File: config.mk
export PLATFORM = sky130hd
export DESIGN_NAME = data_sram_ctrl
export DESIGN_NICKNAME = d
export VERILOG_FILES = /design/src/rtl/data_sram_ctrl.sv
export SDC_FILE = /design/constraint.sdc
export NUM_CORES = 1
export LEC_CHECK = 0
export CORE_ASPECT_RATIO = 2
export CORE_MARGIN = 2
export CORE_UTILIZATION = 60
export CTS_BUF_LIST = sky130_fd_sc_hd__clkbuf_4 sky130_fd_sc_hd__clkbuf_8
export DETAILED_ROUTE_END_ITERATION = 10
export DONT_BUFFER_PORTS = 1
export PLACE_DENSITY_LB_ADDON = 0.08
export REMOVE_ABC_BUFFERS = 1
export SLEW_MARGIN = 20
export SYNTH_ARGS = -nofsm -noshare
export SYNTH_HDL_FRONTEND = slang
export SYNTH_SLANG_ARGS = --single-unit
File: constraint.sdc
create_clock -name clk -period 1.9 [get_ports clk]
set_input_delay 0.285 -clock clk [delete_from_list [all_inputs] [get_ports clk]]
set_output_delay 0.285 -clock clk [all_outputs]
set_load 0.005 [all_outputs]
File: src/rtl/data_sram_ctrl.sv
// Data-memory responder: runs one load/store per request on an async 32-bit SRAM with registered strobes.
// Optional build macro DSRAM_RMW_EN: partial stores become read-merge-write with all byte lanes enabled.
module data_sram_ctrl #(
    parameter int WAIT_CYCLES = 2,
    parameter int ADDR_W      = 20
) (
    input  logic              clk,
    input  logic              rst,
    input  logic              ce_i,
    input  logic              we_i,
    input  logic [31:0]       addr_i,
    input  logic [3:0]        sel_i,
    input  logic [31:0]       data_i,
    output logic [31:0]       data_o,
    output logic              stall_o,
    output logic [ADDR_W-1:0] sram_addr_o,
    input  logic [31:0]       sram_dq_i,
    output logic [31:0]       sram_dq_o,
    output logic              sram_dq_oe,
    output logic              sram_ce_n,
    output logic              sram_oe_n,
    output logic              sram_we_n,
    output logic [3:0]        sram_be_n
);

`ifdef DSRAM_RMW_EN
    localparam bit RMW_EN = 1'b1;
`else
    localparam bit RMW_EN = 1'b0;
`endif

    localparam logic [3:0] WAIT_INIT = 4'(WAIT_CYCLES);

    typedef enum logic [2:0] {
        IDLE, RD, WR_SETUP, WR_PULSE, WR_HOLD, DONE
    } state_t;

    state_t            state_q, state_d;
    logic [3:0]        cnt_q, cnt_d;
    logic [ADDR_W-1:0] addr_q, addr_d;
    logic [3:0]        sel_q, sel_d;
    logic [31:0]       wdata_q, wdata_d;
    logic [31:0]       rdata_q, rdata_d;
    logic              merge_q, merge_d;
    logic              turn_q, turn_d;
    logic              ce_n_q, ce_n_d;
    logic              oe_n_q, oe_n_d;
    logic              we_n_q, we_n_d;
    logic              dq_oe_q, dq_oe_d;
    logic [3:0]        be_n_q, be_n_d;
    logic [31:0]       merged;

    wire unused_addr = ^{addr_i[31:ADDR_W+2], addr_i[1:0]};

    genvar gi;
    generate
        for (gi = 0; gi < 4; gi++) begin : g_lane
            assign merged[8*gi +: 8] = sel_q[gi] ? wdata_q[8*gi +: 8] : sram_dq_i[8*gi +: 8];
        end
    endgenerate

    always_comb begin
        state_d = state_q;
        cnt_d   = cnt_q;
        addr_d  = addr_q;
        sel_d   = sel_q;
        wdata_d = wdata_q;
        rdata_d = rdata_q;
        merge_d = merge_q;
        turn_d  = turn_q;
        case (state_q)
            IDLE: begin
                if (ce_i) begin
                    addr_d  = addr_i[ADDR_W+1:2];
                    sel_d   = sel_i;
                    wdata_d = data_i;
                    cnt_d   = WAIT_INIT;
                    merge_d = 1'b0;
                    turn_d  = 1'b0;
                    if (!we_i) begin
                        state_d = RD;
                    end else if (sel_i == 4'b0000) begin
                        state_d = DONE;
                    end else if (RMW_EN && sel_i != 4'b1111) begin
                        state_d = RD;
                        merge_d = 1'b1;
                    end else begin
                        state_d = WR_SETUP;
                    end
                end
            end
            RD: begin
                cnt_d = cnt_q - 4'd1;
                if (cnt_q == 4'd1) begin
                    rdata_d = sram_dq_i;
                    if (merge_q) begin
                        wdata_d = merged;
                        turn_d  = 1'b1;
                        state_d = WR_SETUP;
                    end else begin
                        state_d = DONE;
                    end
                end
            end
            WR_SETUP: begin
                // After a merge read, one extra setup cycle lets the SRAM release dq before we drive it.
                cnt_d  = WAIT_INIT;
                turn_d = 1'b0;
                if (!turn_q) begin
                    state_d = WR_PULSE;
                end
            end
            WR_PULSE: begin
                cnt_d = cnt_q - 4'd1;
                if (cnt_q == 4'd1) begin
                    state_d = WR_HOLD;
                end
            end
            WR_HOLD: state_d = DONE;
            DONE:    state_d = IDLE;
            default: state_d = IDLE;
        endcase

        // Strobes are registered from the next state so they are clean for the whole state.
        ce_n_d  = !(state_d == RD || state_d == WR_SETUP || state_d == WR_PULSE || state_d == WR_HOLD);
        oe_n_d  = !(state_d == RD);
        we_n_d  = !(state_d == WR_PULSE);
        dq_oe_d = (state_d == WR_PULSE || state_d == WR_HOLD || (state_d == WR_SETUP && !turn_d));
        be_n_d  = 4'b1111;
        if (state_d == RD) begin
            be_n_d = 4'b0000;
        end else if (state_d == WR_SETUP || state_d == WR_PULSE || state_d == WR_HOLD) begin
            be_n_d = RMW_EN ? 4'b0000 : ~sel_d;
        end
    end

    always_ff @(posedge clk) begin
        if (rst) begin
            state_q <= IDLE;
            cnt_q   <= 4'd0;
            addr_q  <= '0;
            sel_q   <= 4'd0;
            wdata_q <= 32'd0;
            rdata_q <= 32'd0;
            merge_q <= 1'b0;
            turn_q  <= 1'b0;
            ce_n_q  <= 1'b1;
            oe_n_q  <= 1'b1;
            we_n_q  <= 1'b1;
            dq_oe_q <= 1'b0;
            be_n_q  <= 4'b1111;
        end else begin
            state_q <= state_d;
            cnt_q   <= cnt_d;
            addr_q  <= addr_d;
            sel_q   <= sel_d;
            wdata_q <= wdata_d;
            rdata_q <= rdata_d;
            merge_q <= merge_d;
            turn_q  <= turn_d;
            ce_n_q  <= ce_n_d;
            oe_n_q  <= oe_n_d;
            we_n_q  <= we_n_d;
            dq_oe_q <= dq_oe_d;
            be_n_q  <= be_n_d;
        end
    end

    assign stall_o     = !rst && ((state_q == IDLE && ce_i) || (state_q != IDLE && state_q != DONE));
    assign data_o      = rdata_q;
    assign sram_addr_o = addr_q;
    assign sram_dq_o   = wdata_q;
    assign sram_dq_oe  = dq_oe_q;
    assign sram_ce_n   = ce_n_q;
    assign sram_oe_n   = oe_n_q;
    assign sram_we_n   = we_n_q;
    assign sram_be_n   = be_n_q;

endmodule

==> impl_metrics.ini <==
[outcome]
status = finished clean

[detailed_routing]
routedWlPerCell_um = 15.58
drtIter0Drc = 133
vias = 2956
drtPass1Iterations = 4
drc = 0
drtAntennaViolNets = 0
drt-total-wl_mm = 8.399
vias_per_cell = 5.484

[layout]
post-route-util_pct = 66.94
areaGrowthSynthToFinish_pct = 7.356
stdcell_count = 539
diodes = 0
num-nets-final = 556
layout_common_cells = nand2_1 (180), dfxtp_1 (104), a21oi_1 (96)
drive_gt1_share_pct = 7.912
layout_commonest_cell = nand2_1

[run]
maxCapViolations = 0

[global_route]
antenna_found_initial = 0
grt_max_degree = 79
grt_pass1_wl_mm = 12.45
grtUsageTotal_pct = 23.55
grt.overflow.total = 0
grt_pass1_vias = 2669

[place]
port_buffers = 0
hpwlAfterDp_mm = 5.830
dp.cells = 520
gp_congestion = 0.7863

[floorplan]
die-width_um = 60.10
die-area_um2 = 6982
rows = 40
initial_core_util_pct = 62.36
die_h_um = 116.2
core_area_um2 = 6056
ios = 197

[timing]
tightest_slew_ns = 0.7888
max_freq_mhz = 560.6
setup_viol = 0
fin_crit_ns = 1.784
post-route-period-util_pct = 93.88
rsz0062_at_grt = false
drv_slew = 0
finalHoldViolCount = 0
hold_slack_ns = 0.03220
skew_ns = 0.01383
timing.max_slew.rel_slack_pct = 47.24

[setup_path]
crit_fanout = 9
arrival_ns = 2.09
start_kind = register
critPathKind = reg -> reg
cp.required_ns = 2.21
cp-end-kind = register

[synthesis]
synth_top_family_by_area = simple AND/OR/NAND/NOR gates
seq_area_frac_synth_pct = 55.14
ys.flop_type = dfxtp_1
muxShareOfSynthArea_pct = 0
synthSimpleGateAreaFrac_pct = 23.03
yosys.area_share.adder_pct = 0.6627
syn-cell-area_um2 = 3776
syn_avg_cell_area_um2 = 8.191
ys_types = 39
async_reset_ff_share_pct = 0
synthCells = 461
synth_compound_area_share_pct = 15.81
synth_xor_area_share_pct = 0.2319
yosys_warnings = 0
yosys_register_bits = 104
synth_edf_count = 0

[clock_tree]
cts-root-buf = clkbuf_8
clk_pin_slew_ns = 0.08
clkSinkCount = 104
numCtsBuffers = 9
clock_path_buffers = 2
cts_tree = yes
postCtsSetupRepairBufs = 0
cts_max_level = 3
insertion_delay_ns = 0.36

[pwr]
power_leakage_nw = 1.449
vdd_drop_max_mv = 0.7057
power_density_nw_per_um2 = 1099

[worst_hold_path]
hp-class = in -> reg
## state kept, by name, summed over array words and instances (netlist names)
name and cells:
sram_ce_n 1, data_o 32, sel_q 4, sram_addr_o 20, sram_oe_n 1, state_q 3
cnt_q 4, turn_q 1, sram_dq_oe 1, sram_be_n 4, sram_we_n 1, sram_dq_o 32
## routing by layer
metal  GRT usage (%)  vias up  share of wire (%)
met4           12.59        0                3.3
met3           7.973       20                8.4
met2           40.14      135                 52
met1           24.65     1318                 36
met5               0        -                  0
li1                -     1483                  -
## layout make-up
class | instances | area (um2)
inverter | 3 | 11.26
sequential | 104 | 2082
clock inverter | 3 | 42.54
multi-input combinational | 321 | 1514
tap | 84 | 105.1
timing repair buffer | 11 | 145.1
clock buffer | 13 | 153.9
fill | 542 | 2002
## worst max-delay path: stages (launching register included)
cell and delay (ns):
dfxtp_1 0.42, buf_4 0.20, nor3_1 0.21, nor2_1 0.09, a311oi_1 0.24, dlygate4sd3_1 0.57
## where the power goes
part           switching (mW)  internal (mW)
clock network           0.680          0.667
logic                   0.358          0.232
registers               0.154           2.37
## synthesized netlist by cell type (all sizes together), types with 2 or more instances
master	n	area, um2
nand3b	2	15.01
buf	22	141.4
and2b	2	16.27
nor2	8	32.54
a31oi	2	18.77
dfxtp	104	2082
nand2	180	675.7
a21oi	96	480.5
nor3b	2	15.01
ha	2	25.02
clkbuf	11	41.29
o31ai	2	15.01
or2	2	12.52
inv	3	11.26
nor3	4	20.02
o21ai	4	23.77
## kinds of logic after synthesis
logic type / Yosys count
DFF: 104
and+or+nand+nor: 207
xor gates and xnor gates: 1
adders and majority gates: 2
AOI/OAI and AO/OA: 111
buffers and inverters: 36
## repair_timing
action,4_1_cts,5_1_grt
hold buffers,3,0
hold endpoints to repair,79,0
setup endpoints to repair,0,38
gates resized for setup,0,1
## path summary, 6_finish.rpt
| check | endpoint | cells after the start | from | slack, ns |
|---|---|---|---|---|
| worst max-delay path | cnt_q[3] | 5 | state_q[1] | 0.12 |
| worst min-delay path | sram_ce_n | 2 | rst | 0.03 |
| worst max register to register | cnt_q[3] | 5 | state_q[1] | 0.12 |
| worst min register to register | sel_q[0] | 2 | sel_q[0] | 0.47 |
## through the flow
| stage | cell area [um2] | TNS, ns | total power, mW | setup WS [ns] |
|---|---|---|---|---|
| global placement | 3805 | 0 | 3.099 | 0.1830 |
| finish | 4054 | 0 | 4.456 | 0.1163 |
| detailed placement | 3805 | 0 | 3.126 | 0.1401 |
| global route | 4054 | 0 | 4.690 | 0.00005107 |
| CTS | 4049 | 0 | 4.496 | 0.1125 |
| floorplan | 3593 | -87.26 | 2.931 | -2.138 |
No activity file was read; power rests on OpenSTA's default activity.
